--- src/rtl/mips_ctrl_pkg.sv ---
// Shared encodings for the multicycle MIPS controller and the datapath muxes it drives.
package mips_ctrl_pkg;

    localparam logic [5:0] OP_RTYPE = 6'h00;
    localparam logic [5:0] OP_J     = 6'h02;
    localparam logic [5:0] OP_BEQ   = 6'h04;
    localparam logic [5:0] OP_ADDI  = 6'h08;
    localparam logic [5:0] OP_LW    = 6'h23;
    localparam logic [5:0] OP_SW    = 6'h2B;

    typedef enum logic [3:0] {
        S_FETCH     = 4'd0,
        S_DECODE    = 4'd1,
        S_MEM_ADDR  = 4'd2,
        S_MEM_RD    = 4'd3,
        S_MEM_WB    = 4'd4,
        S_MEM_WR    = 4'd5,
        S_EXEC      = 4'd6,
        S_R_WB      = 4'd7,
        S_BRANCH    = 4'd8,
        S_JUMP      = 4'd9,
        S_ADDI_EXEC = 4'd10,
        S_ADDI_WB   = 4'd11
    } state_t;

    localparam logic [1:0] ALU_SRC_B_REG     = 2'b00;
    localparam logic [1:0] ALU_SRC_B_FOUR    = 2'b01;
    localparam logic [1:0] ALU_SRC_B_IMM     = 2'b10;
    localparam logic [1:0] ALU_SRC_B_IMM_SH2 = 2'b11;

    localparam logic [1:0] PC_SRC_ALU    = 2'b00;
    localparam logic [1:0] PC_SRC_ALUOUT = 2'b01;
    localparam logic [1:0] PC_SRC_JUMP   = 2'b10;

    localparam logic [1:0] ALU_OP_ADD   = 2'b00;
    localparam logic [1:0] ALU_OP_SUB   = 2'b01;
    localparam logic [1:0] ALU_OP_FUNCT = 2'b10;

    typedef struct packed {
        logic       pc_write;
        logic       pc_write_cond;
        logic       iord;
        logic       mem_read;
        logic       mem_write;
        logic       ir_write;
        logic       mem_to_reg;
        logic       reg_dst;
        logic       reg_write;
        logic       alu_src_a;
        logic [1:0] alu_src_b;
        logic [1:0] alu_op;
        logic [1:0] pc_source;
        logic       illegal_op;
    } ctrl_t;

    function automatic logic op_legal(input logic [5:0] op);
        return (op == OP_LW) || (op == OP_SW) || (op == OP_RTYPE) ||
               (op == OP_BEQ) || (op == OP_J) || (op == OP_ADDI);
    endfunction

endpackage

--- src/rtl/mips_ctrl_decode.sv ---
// Combinational state -> control word decoder for the multicycle MIPS controller.
module mips_ctrl_decode
    import mips_ctrl_pkg::*;
(
    input  state_t      state,
    input  logic [5:0]  opcode,
    input  logic        mem_ready,
    output ctrl_t       ctrl
);

    always_comb begin
        ctrl = '0;
        case (state)
            S_FETCH: begin
                ctrl.mem_read  = 1'b1;
                ctrl.alu_src_b = ALU_SRC_B_FOUR;
                // IR and PC only load when the instruction word actually arrives
                ctrl.ir_write  = mem_ready;
                ctrl.pc_write  = mem_ready;
            end
            S_DECODE: begin
                ctrl.alu_src_b  = ALU_SRC_B_IMM_SH2;
                ctrl.illegal_op = !op_legal(opcode);
            end
            S_MEM_ADDR, S_ADDI_EXEC: begin
                ctrl.alu_src_a = 1'b1;
                ctrl.alu_src_b = ALU_SRC_B_IMM;
            end
            S_MEM_RD: begin
                ctrl.mem_read = 1'b1;
                ctrl.iord     = 1'b1;
            end
            S_MEM_WB: begin
                ctrl.reg_write  = 1'b1;
                ctrl.mem_to_reg = 1'b1;
            end
            S_MEM_WR: begin
                ctrl.mem_write = 1'b1;
                ctrl.iord      = 1'b1;
            end
            S_EXEC: begin
                ctrl.alu_src_a = 1'b1;
                ctrl.alu_op    = ALU_OP_FUNCT;
            end
            S_R_WB: begin
                ctrl.reg_write = 1'b1;
                ctrl.reg_dst   = 1'b1;
            end
            S_BRANCH: begin
                ctrl.alu_src_a     = 1'b1;
                ctrl.alu_op        = ALU_OP_SUB;
                ctrl.pc_write_cond = 1'b1;
                ctrl.pc_source     = PC_SRC_ALUOUT;
            end
            S_JUMP: begin
                ctrl.pc_write  = 1'b1;
                ctrl.pc_source = PC_SRC_JUMP;
            end
            S_ADDI_WB: begin
                ctrl.reg_write = 1'b1;
            end
            default: ctrl = '0;
        endcase
    end

endmodule

--- src/rtl/mips_multicycle_ctrl.sv ---
// Main control FSM of the multicycle MIPS datapath with memory-ready watchdog.
//  state     | meaning
//  FETCH     | read instruction at PC, PC += 4 on mem_ready
//  DECODE    | compute branch target, dispatch on opcode
//  MEM_ADDR  | effective address for lw/sw
//  MEM_RD    | data read, wait for mem_ready
//  MEM_WB    | MDR -> rt
//  MEM_WR    | data write, wait for mem_ready
//  EXEC      | R-type ALU operation
//  R_WB      | ALUOut -> rd
//  BRANCH    | compare, conditional PC load
//  JUMP      | PC <- jump target
//  ADDI_EXEC | A + imm
//  ADDI_WB   | ALUOut -> rt
module mips_multicycle_ctrl
    import mips_ctrl_pkg::*;
#(
    parameter int unsigned MEM_TIMEOUT = 255
) (
    input  logic       clk,
    input  logic       rst,
    input  logic [5:0] opcode,
    input  logic       mem_ready,
    output logic       pc_write,
    output logic       pc_write_cond,
    output logic       iord,
    output logic       mem_read,
    output logic       mem_write,
    output logic       ir_write,
    output logic       mem_to_reg,
    output logic       reg_dst,
    output logic       reg_write,
    output logic       alu_src_a,
    output logic [1:0] alu_src_b,
    output logic [1:0] alu_op,
    output logic [1:0] pc_source,
    output logic       illegal_op,
    output logic       mem_err,
    output logic [3:0] state_o
);

    state_t      state, state_nxt;
    logic [15:0] wait_cnt;
    logic        mem_wait;
    logic        timeout;
    ctrl_t       ctrl, ctrl_gated;

    assign mem_wait = ((state == S_FETCH) || (state == S_MEM_RD) || (state == S_MEM_WR))
                      && !mem_ready;
    // Fires on the MEM_TIMEOUT-th consecutive wait cycle; a same-cycle mem_ready suppresses it
    assign timeout  = mem_wait && (wait_cnt >= 16'(MEM_TIMEOUT - 1));

    always_comb begin
        state_nxt = state;
        case (state)
            S_FETCH:  if (mem_ready) state_nxt = S_DECODE;
            S_DECODE: begin
                case (opcode)
                    OP_LW, OP_SW: state_nxt = S_MEM_ADDR;
                    OP_RTYPE:     state_nxt = S_EXEC;
                    OP_BEQ:       state_nxt = S_BRANCH;
                    OP_J:         state_nxt = S_JUMP;
                    OP_ADDI:      state_nxt = S_ADDI_EXEC;
                    default:      state_nxt = S_FETCH;
                endcase
            end
            S_MEM_ADDR:  state_nxt = (opcode == OP_SW) ? S_MEM_WR : S_MEM_RD;
            S_MEM_RD: begin
                if (mem_ready)    state_nxt = S_MEM_WB;
                else if (timeout) state_nxt = S_FETCH;
            end
            S_MEM_WR: if (mem_ready || timeout) state_nxt = S_FETCH;
            S_EXEC:      state_nxt = S_R_WB;
            S_ADDI_EXEC: state_nxt = S_ADDI_WB;
            S_MEM_WB, S_R_WB, S_BRANCH, S_JUMP, S_ADDI_WB: state_nxt = S_FETCH;
            default:     state_nxt = S_FETCH;
        endcase
    end

    always_ff @(posedge clk or posedge rst) begin
        if (rst) begin
            state    <= S_FETCH;
            wait_cnt <= '0;
            mem_err  <= 1'b0;
        end else begin
            state    <= state_nxt;
            wait_cnt <= (mem_wait && !timeout) ? wait_cnt + 16'd1 : 16'd0;
            if (timeout) mem_err <= 1'b1;
        end
    end

    mips_ctrl_decode u_decode (
        .state     (state),
        .opcode    (opcode),
        .mem_ready (mem_ready),
        .ctrl      (ctrl)
    );

    // Reset silences every enable and select combinationally, even between clock edges
    assign ctrl_gated = rst ? '0 : ctrl;

    assign pc_write      = ctrl_gated.pc_write;
    assign pc_write_cond = ctrl_gated.pc_write_cond;
    assign iord          = ctrl_gated.iord;
    assign mem_read      = ctrl_gated.mem_read;
    assign mem_write     = ctrl_gated.mem_write;
    assign ir_write      = ctrl_gated.ir_write;
    assign mem_to_reg    = ctrl_gated.mem_to_reg;
    assign reg_dst       = ctrl_gated.reg_dst;
    assign reg_write     = ctrl_gated.reg_write;
    assign alu_src_a     = ctrl_gated.alu_src_a;
    assign alu_src_b     = ctrl_gated.alu_src_b;
    assign alu_op        = ctrl_gated.alu_op;
    assign pc_source     = ctrl_gated.pc_source;
    assign illegal_op    = ctrl_gated.illegal_op;
    assign state_o       = state;

endmodule

--- config.mk ---
export PLATFORM = sky130hd
export DESIGN_NAME = mips_multicycle_ctrl
export DESIGN_NICKNAME = d
export VERILOG_FILES = /design/src/rtl/mips_ctrl_pkg.sv /design/src/rtl/mips_ctrl_decode.sv /design/src/rtl/mips_multicycle_ctrl.sv
export SDC_FILE = /design/constraint.sdc
export NUM_CORES = 1
export LEC_CHECK = 0
export CAP_MARGIN = 20
export CORE_AREA = 2 2 54 56
export CTS_BUF_LIST = sky130_fd_sc_hd__clkbuf_4 sky130_fd_sc_hd__clkbuf_8 sky130_fd_sc_hd__clkbuf_16
export DETAILED_ROUTE_END_ITERATION = 10
export DIE_AREA = 0 0 56 58
export GPL_TIMING_DRIVEN = 0
export PLACE_DENSITY = 0.75
export SYNTH_ARGS = -nofsm -noshare
export SYNTH_HDL_FRONTEND = slang
export SYNTH_SLANG_ARGS = --single-unit
--- constraint.sdc ---
create_clock -name clk -period 1.9 [get_ports clk]
set_input_delay 0.19 -clock clk [delete_from_list [all_inputs] [get_ports clk]]
set_output_delay 0.19 -clock clk [all_outputs]
set_load 0.02 [all_outputs]
; ---- Word level (Yosys, flattened, before mapping)
; Index checks and enable logic that the tools add are counted.
[word_totals]
register_bits = 21
input_bits = 9
out_inout_bits = 22
[classes]
add_sub_neg = 1
magnitude_cmp = 1
eq_ne = 19
n_mux = 23
n_reduce_logical = 23
[op_table]
columns = operator, count
row1 = one-hot mux 4 bit (7 select lines), 1
row2 = one-hot mux 4 bit (5 select lines), 1
row3 = two-way mux 17 bit, 1
row4 = adder 16 x 1 -> 16 bit (second input constant), 1
row5 = == test 4 x 3 -> 1 bit (second input constant), 4
row6 = == test 4 bit (second input constant), 4
row7 = greater-or-equal comparator 16 x 8 -> 1 bit (second input constant), 1
row8 = two-way mux 16 bit, 1
row9 = two-way mux 4 bit, 4
row10 = == test 6 bit (second input constant), 2
row11 = two-way mux 1 bit, 10
row12 = == test 4 x 2 -> 1 bit (second input constant), 2
row13 = logical OR 1 bit, 8
row14 = one-hot mux 2 bit (2 select lines), 2
row15 = OR reduction 2 bit, 4
row16 = == test 6 x 2 -> 1 bit (second input constant), 1
row17 = == test 6 x 3 -> 1 bit (second input constant), 1
row18 = == test 6 x 4 -> 1 bit (second input constant), 1
row19 = logical NOT 6 bit, 1
row20 = one-hot mux 2 bit (3 select lines), 1
row21 = == test 4 x 1 -> 1 bit (second input constant), 1
row22 = logical NOT 4 bit, 1
row23 = OR reduction 4 bit, 1
row24 = logical AND 1 bit, 3
row25 = 8 further kinds, 10

; ---- Longest topological paths before layout
[depth]
depth_word = 9
depth_mapped = 7

; ---- Hierarchy
; From an unflattened synthesis, not the netlist that was laid out.
[unflattened]
cells_unflattened = 147
hier_area_um2 = 1332.5
[by_module_without_submodules]
columns = module, seq_area_each_um2, cells_each, instances, area_each_um2
row1 = mips_multicycle_ctrl, 525.5, 115, 1, 1123.6
row2 = mips_ctrl_decode, 0.0, 32, 1, 209.0

; ---- Least setup slack after synthesis
; No wires, ideal clock.
[synth_path]
path_kind = register to output
start = reg state[3], in the netlist state_o[3]
end = out alu_src_a
arrival_ns = 1.967
path_slack_ns = -0.257
path_stages_with_launch = 5
path_buffers = 2
path_cell_list = dfrtp_1 clkbuf_2 buf_2 nor2_1 a2111oi_0
[synth_between]
elab_chain_cells = 4
[synth_lines]
columns = item, line_no
row1 = from (decl), mips_multicycle_ctrl.sv:42  ; state_t state, state_nxt;
row2 = from (signal assigned), mips_multicycle_ctrl.sv:86  ; state <= state_nxt;
row3 = "== test 4 x 2 -> 1 bit, or another cell as far along", mips_ctrl_decode.sv:13  ; case (state)
row4 = OR reduction 4 bit (no line) (*), -
row5 = two-way mux 1 bit (*), mips_ctrl_decode.sv:13
row6 = two-way mux 17 bit (*), mips_multicycle_ctrl.sv:100  ; assign ctrl_gated = rst ? '0 : ctrl;
row7 = to (decl), mips_multicycle_ctrl.sv:33  ; output logic alu_src_a,
; Every way passes the cells marked *; elsewhere a longest branch is shown, timed or not.

; ---- Worst setup path in the final report
[layout_path]
start = reg state[2], in the netlist state_o[2]
end = out illegal_op
[layout_between]
elab_chain_cells = 3
[layout_lines]
columns = item, line_no
row1 = == test 4 x 1 -> 1 bit, mips_ctrl_decode.sv:13
row2 = two-way mux 1 bit, mips_ctrl_decode.sv:13
row3 = two-way mux 17 bit, mips_multicycle_ctrl.sv:100
row4 = to (decl), mips_multicycle_ctrl.sv:37  ; output logic illegal_op,
; No other way between the ends.

==> impl_metrics.ini <==
[worst_setup_path]
endpoint = illegal_op
critical_path.max_fanout = 8
worstPathArrival_ns = 1.64
r2r_start = state_o[2]
required_ns = 1.71
start_kind = flip-flop
cp-end-kind = output pin
reg2reg_slack_ns = 0.31
startpoint = state_o[2]
reg2regPathDepth = 5
rr_endpoint = state_o[2]
crit_type = reg2out

[cts]
clk_latency_ns = 0.29
hold_buffers = 0
cts-root-buf = clkbuf_4
clk_path_buf_depth = 2
htree_levels = 1
numCtsBuffers = 3
numClockSinks = 21
clkTransAtPathRegs_ns = 0.11
cts_tree = yes

[synthesis]
synth-compound-area-share_pct = 10.7
synth_top_area_cell = dfrtp_1
synthTopCellsByArea = dfrtp_1 43%, nor2_1 6.8%, xor2_1 3.6%
synth_commonest_cells = 22 x nor2_1, 21 x dfrtp_1, 9 x nand2_1
synth_edf_count = 0
yosysMostFrequentCell = nor2_1
syn_area_um2 = 1210
synth_top_area_share_pct = 43.3
async_reset_ff_share_pct = 100
synth_warnings = 0
synth_ff_type = dfrtp_1
synth_top_family_by_area = simple AND/OR/NAND/NOR gates
yosys.area_share.xor_xnor_pct = 6.50
synth_fa_ha_area_share_pct = 2.06
seq_area_frac_synth_pct = 43.3
syn_inst = 135
synth-simple-area-share_pct = 30.0
synth_seq_cells = 21
synth_area_per_cell_um2 = 8.98
synth.area.mux_share_pct = 0
synth.distinct_cells = 40

[flow_run]
maxCapViolCount = 0

[timing]
period_share_pct = 96.2
hold_slack_ns = 0.490
report.final.slew_viol_count = 0
rsz0062_at_grt = true
fmax_mhz = 547
period_minus_slack_ns = 1.83
hold_violations = 0
setup_ws_ns = 0.0713
worstMarginPinSlew_ns = 0.742
relSlewSlack_pct = 50.5
setup_viol = 0
finClkSkew_ns = 0.00985

[drt]
avgViaCountPerCell = 5.30
wire_per_inst_um = 13.1
drtAntennaViolNets = 0
drtIter0Drc = 29
vias = 1098
wl_um = 2720
post-route-drc-count = 0
dr.pass1.iters = 4

[floorplanning]
initial_core_util_pct = 45.5
core_um2 = 2660
die_area_um2 = 3250
rows = 19
dieHeight_um = 58
io_pins = 31
dieWidth_um = 56

[global_route]
grt_antenna_before_repair = 0
grt_pass1_vias = 1068
gr-usage-all-layers_pct = 17.6
grt_pass1_wl_um = 4530
grt_start_max_net_pins = 22
overflow = 0

[place]
dp_slack_ns = -0.450
io_buffers = 30
place_congestion = 0.920
dpl.hpwl_um = 2120

[status]
outcome = complete, no violations

[pwr]
peakVddDrop_mv = 0.596
clkPwrFrac_pct = 17.7
cellPowerDensity_nw_per_um2 = 752
internal_power_uw = 775
switching_power_uw = 421
p_comb_share_pct = 41.4
p_total_mw = 1.20
power.leakage_nw = 0.706
swShare_pct = 35.2
seqPwrFrac_pct = 40.8

[final_layout]
insertedDiodeCount = 0
drive_gt1_share_pct = 21.6
fin_util_pct = 59.7
fin_nets = 188
area_growth_pct = 31.2

[worst_hold_path]
hold_path.class = reg2reg
[area by class of cell]
class / instances / area, µm²
Buffer: 9 / 70.1
Sequential cell: 21 / 527
Inverter: 7 / 26.3
Clock buffer: 4 / 30.0
Timing Repair Buffer: 31 / 244
Fill cell: 246 / 1070
Tap cell: 31 / 38.8
Multi-Input combinational cell: 104 / 654
[sequential cells by signal, indices dropped and copies added (netlist names)]
name,count
wait_cnt,16
state_o,4
mem_err,1
[power groups by stage]
stage | Clock [mW] | Combinational (mW) | Sequential (mW)
after global placement | 0 | 0.482 | 0.494
final | 0.212 | 0.496 | 0.488
after global routing | 0.248 | 0.539 | 0.492
after detailed placement | 0 | 0.495 | 0.495
after CTS | 0.224 | 0.477 | 0.486
after floorplan | 0 | 0.291 | 0.512
[logic make-up (layout without fill, tap and decap cells)]
| kind of cell | Yosys count | count (layout) |
|---|---|---|
| other cells | 1 | 7 |
| xor+xnor | 9 | 9 |
| buf+inv | 16 | 51 |
| simple gates | 70 | 70 |
| compound gates | 16 | 16 |
| flops | 21 | 21 |
| fa+ha+maj | 2 | 2 |
[repair_timing]
item	4_1_cts	5_1_grt
gates resized for setup	39	28
buffers inserted	0	1
endpoints found under the setup margin	17	15
pin swaps	0	3
[per-stage QoR]
stage,cells,TNS (ns),area (µm²)
3_3_place_gp,202,-1.29,1580
6_report,207,0,1590
5_1_grt,207,-0.126,1590
3_5_place_dp,202,-1.66,1580
4_1_cts,206,-0.170,1610
2_1_floorplan,141,0,1240
[worst min path at each step]
stage | from | end | cells past startpoint
final | mem_err | mem_err | 1
after global routing | mem_err | mem_err | 1
after CTS | mem_err | mem_err | 1
after detailed placement | mem_err | mem_err | 1
after global placement | mem_err | mem_err | 1
after floorplan | rst | mem_err | 1
[placed cells by master, fill, tap and decap left out, drive strengths merged]
| master | n |
|---|---|
| a2111oi | 1 |
| nand3 | 6 |
| dfrtp | 21 |
| nand2b | 3 |
| a221oi | 1 |
| clkdlybuf4s15 | 1 |
| a211oi | 1 |
| a31o | 1 |
| nand2 | 9 |
| a21o | 1 |
| nand4 | 2 |
| nor4b | 2 |
| dlygate4sd2 | 4 |
| or2 | 2 |
| nor3b | 2 |
| o21ai | 3 |
| xnor2 | 4 |
| nor3 | 7 |
| o221ai | 2 |
| and3 | 3 |
| nor2b | 1 |
| and2 | 1 |
| inv | 7 |
| a31oi | 3 |
| conb | 7 |
| nand3b | 3 |
| o311ai | 1 |
| a32oi | 1 |
| nor2 | 22 |
| or3 | 1 |
| ha | 2 |
| buf | 13 |
| clkbuf | 13 |
| xor2 | 5 |
| a21oi | 1 |
| nor4 | 6 |
| clkdlybuf4s50 | 13 |
[layer usage]
metal  share of wire (%)  vias up  global-route usage, %
met2                  51       31                   32.8
met4                 1.2        0                   7.14
met1                  44      515                   20.5
met5                   0        -                      0
li1                    -      548                      -
met3                 3.9        4                   2.46
[worst max-delay path, cell delays in order (launching register included)]
cell and delay, ns:
dfrtp_1 0.40, buf_6 0.14, nor3_2 0.23, nand2_1 0.08, nor4_1 0.28, buf_2 0.21
(Power assumes the default switching activity.)
